**src/rtl/ofdm_pkg.sv**
```systemverilog
// Shared types and constants for the OFDM frame scheduler.
package ofdm_pkg;

    localparam int NFFT      = 64;
    localparam int PILOT_LEN = 127;

    typedef enum logic [1:0] {
        S_IDLE,
        S_PRE,
        S_DATA,
        S_DRAIN
    } state_t;

    typedef struct packed {
        logic [15:0] q;
        logic [15:0] i;
    } iq_t;

    // Payload carried through the output slot: sample plus its boundary flags.
    typedef struct packed {
        logic tuser;
        logic tlast;
        logic symb_tlast;
        iq_t  data;
    } beat_t;

endpackage

```
**src/rtl/axis_reg_slice.sv**
```systemverilog
// Single-entry AXI-stream register slot; accepts a new beat whenever it is
// empty or its current beat is being taken downstream in the same cycle.
module axis_reg_slice #(
    parameter int W = 32
) (
    input  logic         clk,
    input  logic         rst,
    input  logic         s_valid,
    output logic         s_ready,
    input  logic [W-1:0] s_data,
    output logic         m_valid,
    input  logic         m_ready,
    output logic [W-1:0] m_data
);

    assign s_ready = ~m_valid | m_ready;

    always_ff @(posedge clk or posedge rst) begin
        if (rst) begin
            m_valid <= 1'b0;
            m_data  <= '0;
        end else if (s_ready) begin
            m_valid <= s_valid;
            if (s_valid) m_data <= s_data;
        end
    end

endmodule

```
**src/rtl/ofdm_symbol_scheduler.sv**
```systemverilog
// Frame sequencer: grants the output to the preamble source for PRE_SYMS
// symbols, then to the pilot-inserted data stream for cfg_nsym symbols.
//   state   | meaning
//   S_IDLE  | waiting for cfg_valid
//   S_PRE   | passing preamble samples, counting NFFT-sample symbols
//   S_DATA  | passing data samples, counting data symbols
//   S_DRAIN | frame too long on input: sinking data up to its tlast
module ofdm_symbol_scheduler #(
    parameter int NFFT      = ofdm_pkg::NFFT,
    parameter int PRE_SYMS  = 4,
    parameter int PILOT_LEN = ofdm_pkg::PILOT_LEN,
    parameter int NSYM_W    = 12
) (
    input  logic              clk,
    input  logic              rst,
    input  logic              cfg_valid,
    output logic              cfg_ready,
    input  logic [NSYM_W-1:0] cfg_nsym,
    input  logic              s_pre_tvalid,
    output logic              s_pre_tready,
    input  logic [31:0]       s_pre_tdata,
    input  logic              s_dat_tvalid,
    output logic              s_dat_tready,
    input  logic [31:0]       s_dat_tdata,
    input  logic              s_dat_symb_tlast,
    input  logic              s_dat_tlast,
    output logic              m_axis_tvalid,
    input  logic              m_axis_tready,
    output logic [31:0]       m_axis_tdata,
    output logic              m_axis_symb_tlast,
    output logic              m_axis_tlast,
    output logic              m_axis_tuser,
    output logic [6:0]        pilot_idx,
    output logic              busy,
    output logic              err_len
);

    import ofdm_pkg::state_t;
    import ofdm_pkg::beat_t;
    import ofdm_pkg::S_IDLE;
    import ofdm_pkg::S_PRE;
    import ofdm_pkg::S_DATA;
    import ofdm_pkg::S_DRAIN;

    localparam int SAMP_W = $clog2(NFFT);

    state_t              state;
    state_t              state_nxt;
    logic [SAMP_W-1:0]   samp_cnt;
    logic [NSYM_W-1:0]   sym_cnt;
    logic [NSYM_W-1:0]   nsym_q;
    logic [NSYM_W:0]     sym_inc;
    logic                slot_ready;
    logic                in_valid;
    logic                pre_acc;
    logic                dat_end;
    logic                drain_acc;
    logic                pre_sym_end;
    logic                pre_last;
    logic                dat_last_sym;
    logic                err_set;
    beat_t               beat_in;
    beat_t               beat_out;

    assign pre_sym_end  = samp_cnt == SAMP_W'(NFFT - 1);
    assign pre_last     = pre_sym_end && (sym_cnt == NSYM_W'(PRE_SYMS - 1));
    assign sym_inc      = {1'b0, sym_cnt} + 1'b1;
    assign dat_last_sym = sym_inc == {1'b0, nsym_q};

    // Acceptance terms use slot_ready directly so they do not loop through the tready outputs.
    assign pre_acc   = (state == S_PRE) && s_pre_tvalid && slot_ready;
    assign dat_end   = (state == S_DATA) && s_dat_tvalid && slot_ready && s_dat_symb_tlast;
    assign drain_acc = (state == S_DRAIN) && s_dat_tvalid;

    always_ff @(posedge clk or posedge rst) begin
        if (rst) state <= S_IDLE;
        else     state <= state_nxt;
    end

    always_comb begin
        state_nxt = state;
        case (state)
            S_IDLE:  if (cfg_valid) state_nxt = S_PRE;
            S_PRE:   if (pre_acc && pre_last) state_nxt = (nsym_q == '0) ? S_IDLE : S_DATA;
            S_DATA: begin
                if (dat_end) begin
                    if (dat_last_sym)     state_nxt = s_dat_tlast ? S_IDLE : S_DRAIN;
                    else if (s_dat_tlast) state_nxt = S_IDLE;
                end
            end
            S_DRAIN: if (drain_acc && s_dat_tlast) state_nxt = S_IDLE;
            default: state_nxt = S_IDLE;
        endcase
    end

    always_comb begin
        cfg_ready    = (state == S_IDLE);
        busy         = (state != S_IDLE);
        s_pre_tready = 1'b0;
        s_dat_tready = 1'b0;
        in_valid     = 1'b0;
        beat_in      = '0;
        err_set      = 1'b0;
        case (state)
            S_PRE: begin
                s_pre_tready       = slot_ready;
                in_valid           = s_pre_tvalid;
                beat_in.data       = s_pre_tdata;
                beat_in.tuser      = 1'b1;
                beat_in.symb_tlast = pre_sym_end;
                beat_in.tlast      = pre_last && (nsym_q == '0);
            end
            S_DATA: begin
                s_dat_tready       = slot_ready;
                in_valid           = s_dat_tvalid;
                beat_in.data       = s_dat_tdata;
                beat_in.symb_tlast = s_dat_symb_tlast;
                beat_in.tlast      = s_dat_symb_tlast && (dat_last_sym || s_dat_tlast);
                // Input frame end and configured frame end must coincide.
                err_set            = dat_end && (dat_last_sym ^ s_dat_tlast);
            end
            S_DRAIN: s_dat_tready = 1'b1;
            default: ;
        endcase
    end

    always_ff @(posedge clk or posedge rst) begin
        if (rst) begin
            samp_cnt  <= '0;
            sym_cnt   <= '0;
            nsym_q    <= '0;
            pilot_idx <= '0;
            err_len   <= 1'b0;
        end else begin
            err_len <= err_set;
            case (state)
                S_IDLE: begin
                    if (cfg_valid) begin
                        nsym_q    <= cfg_nsym;
                        samp_cnt  <= '0;
                        sym_cnt   <= '0;
                        pilot_idx <= '0;
                    end
                end
                S_PRE: begin
                    if (pre_acc) begin
                        samp_cnt <= pre_sym_end ? '0 : samp_cnt + 1'b1;
                        if (pre_sym_end) sym_cnt <= pre_last ? '0 : sym_cnt + 1'b1;
                    end
                end
                S_DATA: begin
                    if (dat_end) begin
                        sym_cnt   <= sym_inc[NSYM_W-1:0];
                        pilot_idx <= (pilot_idx == 7'(PILOT_LEN - 1)) ? 7'd0 : pilot_idx + 7'd1;
                    end
                end
                default: ;
            endcase
        end
    end

    axis_reg_slice #(
        .W($bits(beat_t))
    ) u_slot (
        .clk     (clk),
        .rst     (rst),
        .s_valid (in_valid),
        .s_ready (slot_ready),
        .s_data  (beat_in),
        .m_valid (m_axis_tvalid),
        .m_ready (m_axis_tready),
        .m_data  (beat_out)
    );

    assign m_axis_tdata      = beat_out.data;
    assign m_axis_tuser      = beat_out.tuser;
    assign m_axis_tlast      = beat_out.tlast;
    assign m_axis_symb_tlast = beat_out.symb_tlast;

endmodule

```
**config.mk**
```make
export PLATFORM = sky130hd
export DESIGN_NAME = ofdm_symbol_scheduler
export DESIGN_NICKNAME = d
export VERILOG_FILES = /design/src/rtl/ofdm_pkg.sv /design/src/rtl/axis_reg_slice.sv /design/src/rtl/ofdm_symbol_scheduler.sv
export SDC_FILE = /design/constraint.sdc
export NUM_CORES = 1
export LEC_CHECK = 0
export CORE_UTILIZATION = 48
export CTS_BUF_LIST = sky130_fd_sc_hd__clkbuf_8
export CTS_CLUSTER_DIAMETER = 60
export CTS_CLUSTER_SIZE = 8
export DETAILED_ROUTE_END_ITERATION = 12
export PLACE_DENSITY = 0.8
export SYNTH_ARGS = -nofsm -noshare
export SYNTH_HDL_FRONTEND = slang
export SYNTH_SLANG_ARGS = --single-unit
```
**constraint.sdc**
```tcl
create_clock -name clk -period 3.44 [get_ports clk]
set_input_delay 0.344 -clock clk [delete_from_list [all_inputs] [get_ports clk]]
set_output_delay 0.344 -clock clk [all_outputs]
set_load 0.1 [all_outputs]
```
==> impl_metrics.csv <==
group,metric,value,unit
sta,clock.fmax,319,MHz
clock_tree,cts-htree-levels,3,
sta,finalMaxSlewViolations,0,
sta,hold_viol_final,0,
logic_synthesis,synthAdderAreaFrac,3.03,%
layout,diodes,0,
detailed_routing,wl_per_cell,17.0,um
die,io_pins,132,
sta,final.setup_skew,0.0168,ns
die,die_x,94.7,um
sta,fin_ws,0.304,ns
logic_synthesis,yosys-top-cells-count,"dfrtp_1 (76), nand2_1 (65), o21ai_0 (54)",
layout,fillers,656,
clock_tree,cts_buffer_depth,2,
sta,fin_crit,3.14,ns
sta,finalCritPeriodShare,91.2,%
setup_path,crit_type,"register to register",
place,dp.cells,656,
logic_synthesis,synth_flop_cell,"dfrtp_1",
sta,relSlewSlack,32.2,%
setup_path,timing.rr.start,"sym_cnt[0]$_DFFE_PP0P_",
logic_synthesis,async_reset_ff_share,100,%
clock_tree,cts_hold_buf,0,
detailed_routing,ant_nets,0,
logic_synthesis,synth_top_cell_area_share,46.1,%
setup_path,timing.rr.end,"state[1]$_DFFE_PP0P_",
sta,setup_violations,0,
detailed_routing,routed.top_layer,"met4",
min_path,hold_class,"primary input to asynchronous set/reset pin",
die,core,8260,um^2
die,die_area,8980,um^2
logic_synthesis,synth.area.top_cells,"dfrtp_1 (46%), o21ai_0 (6.5%), nand2_1 (5.9%)",
sta,tightest_slew,1.01,ns
setup_path,startpoint_type,"register",
detailed_routing,vias,3833,
clock_tree,cts_tree,"yes",
die,chipHeight,94.7,um
clock_tree,clkTransAtPathRegs,0.08,ns
setup_path,reg2regPathDepth,11,
logic_synthesis,ys_seq_elements,76,
sta,holdWs,0.257,ns
clock_tree,post_cts_resized,0,
logic_synthesis,syn_inst,441,
detailed_routing,drt-met1-wl,5.01,mm
grt,grt_pass1_vias,3560,
die,std_cell_rows,33,
place,dp_hpwl,8.44,mm
detailed_routing,firstDrtPassIters,5,
grt,antenna_found_initial,0,
setup_path,slowest_stage,"or4_1",
logic_synthesis,synth_mux_area_share,3.79,%
clock_tree,clk-insertion-delay-late,0.35,ns
logic_synthesis,synth_top_family_by_area,"compound AO/OA/AOI/OAI gates",
logic_synthesis,synth-xor-area-share,3.18,%
grt,grt_overflow,0,
logic_synthesis,syn_nets,535,
detailed_routing,wirelength,11.4,mm
setup_path,crit_chain,"ha_1 > and4_1 > nand4_2 > xnor2_1 > nand4_1 > or4_1 > ha_1 > a22oi_1 > nand3_1 > a21o_1 > mux2_1",
job,cap_violations,0,
setup_path,crit_required,3.67,ns
clock_tree,cts_buffers,9,
logic_synthesis,yosys_warnings,0,
logic_synthesis,synthDistinctLibCells,57,
grt,track_usage,26.3,%
detailed_routing,route.met3.wl,444,um
place,placed_area,5490,um^2
detailed_routing,met2WireLength,5.62,mm
logic_synthesis,syn_area,4130,um^2
logic_synthesis,synth-compound-area-share,20.1,%
clock_tree,cts.sinks,76,
sta,setup_tns,0,ns
logic_synthesis,synth.avg_cell_area,9.36,um^2
power,power.leakage,2.37,nW
clock_tree,cts_setup_buffers,0,
run_status,status,"completed",
layout,final_cells,671,
detailed_routing,drt_iter0_markers,144,
logic_synthesis,ys_seq_area_share,46.1,%
layout,final_area,5710,um^2
grt,grt_max_degree,39,
logic_synthesis,yosysTopAreaCell,"dfrtp_1",
setup_path,cp_common_cell,"ha_1",
power,peakVddDrop,0.000799,V
detailed_routing,avgViaCountPerCell,5.71,
logic_synthesis,yosys.area_share.simple,19.7,%
layout,final_nets,656,
setup_path,worstSetupEndpointType,"register",
power,power_density,890,nW/um^2
detailed_routing,drc,0,
setup_path,crit_arrival,3.36,ns
setup_path,max_stage_delay,0.53,ns
place,place.gp.congestion,0.880,
sta,grt_setup_unrepaired,"false",
place,port_buffers,131,
grt,grt_pass1_wl,18.1,mm
logic_synthesis,synth.most_common_cell,"dfrtp_1",
layout,area_growth,38.4,%
setup_path,worst-r2r-setup-slack,0.30,ns
die,start_util,50.0,%
clock_tree,cts-root-buf,"clkbuf_8",
layout,layout-drive-gt1-share,8.48,%
setup_path,crit_fanout,7,
place,pre_cts_ws,0.353,ns
logic_synthesis,synth_edf_count,0,
-- registers in the layout, summed over array words and instances (netlist names) --
name	cells
sym_cnt	12
state	2
samp_cnt	6
u_slot.m_valid	1
pilot_idx	7
u_slot.m_data	35
nsym_q	12
err_len	1
-- per-layer routing --
metal	track usage (%)	vias to the layer above
li1	-	1838
met1	35.8	1861
met2	42.0	109
met3	3.86	25
met4	10.6	0
met5	0	-
-- area by class of cell --
type                    instances  area [um^2]  share of cell area [%]
clock buffers                  11          151                    2.65
multi-input cells             326         2060                    36.1
repair buffers                138         1350                    23.7
clock inverters                 4         72.6                    1.27
flip-flops and latches         76         1900                    33.3
well taps                     105          131                    2.30
inverters                      11         41.3                   0.723
-- layout by cell type, fill, tap and decap left out, types with 2 or more instances in the layout --
cell,Yosys,layout
a21o_1,4,4
a21oi_1,6,6
a221o_1,9,9
a22o_1,7,7
a22oi_1,25,25
a31oi_1,2,2
and2_1,2,2
and3_1,4,4
buf_4,2,11
bufinv_16,0,2
clkbuf_8,0,11
clkdlybuf4s50_1,0,127
dfrtp_1,76,76
ha_1,10,10
inv_1,11,10
mux2_2,12,12
nand2_1,65,65
nand2b_1,3,3
nand3_1,15,14
nand4_1,7,7
nor2_1,26,26
nor2b_1,7,7
nor3_1,11,11
nor4_1,8,8
o21a_1,2,2
o21ai_0,54,54
o31ai_1,4,4
or2_1,2,2
or4_1,2,2
xnor2_1,11,11
xor2_1,4,4
-- through the flow --
step	total power, mW	utilization, %
2_1_floorplan	3.55	-
3_5_place_dp	4.31	66.5
3_3_place_gp	4.27	66.5
6_report	5.08	69.2
4_1_cts	5.09	69.2
5_1_grt	5.33	69.2
-- how the worst max path moves through the flow --
stage	from	end	slack [ns]
2_1_floorplan	sym_cnt[0]$_DFFE_PP0P_	state[1]$_DFFE_PP0P_	0.47
3_3_place_gp	sym_cnt[0]$_DFFE_PP0P_	state[1]$_DFFE_PP0P_	0.41
3_5_place_dp	sym_cnt[0]$_DFFE_PP0P_	state[1]$_DFFE_PP0P_	0.35
4_1_cts	sym_cnt[0]$_DFFE_PP0P_	state[1]$_DFFE_PP0P_	0.32
5_1_grt	sym_cnt[0]$_DFFE_PP0P_	state[1]$_DFFE_PP0P_	0.12
6_report	sym_cnt[0]$_DFFE_PP0P_	state[1]$_DFFE_PP0P_	0.30
-- where the power goes --
group | total (mW) | switching, mW | internal, mW
combinational | 2.93 | 2.10 | 0.826
sequential | 1.38 | 0.235 | 1.15
clock | 0.776 | 0.333 | 0.443
-- worst max-delay path: cells and delay by family (launching register included) --
| kind | cells | cell delay, ns |
|---|---|---|
| muxes | 1 | 0.31 |
| adders and majority gates | 2 | 0.44 |
| and+or+nand+nor | 5 | 1.16 |
| xor gates and xnor gates | 1 | 0.22 |
| DFF | 1 | 0.51 |
| AOI/OAI and AO/OA | 2 | 0.39 |
-- cell families after synthesis --
family / after synthesis
simple gates: 164
compound gates: 123
xor+xnor: 15
fa+ha+maj: 10
buf+inv: 39
mux: 14
flops: 76
Power figures use the tool's default switching activity.
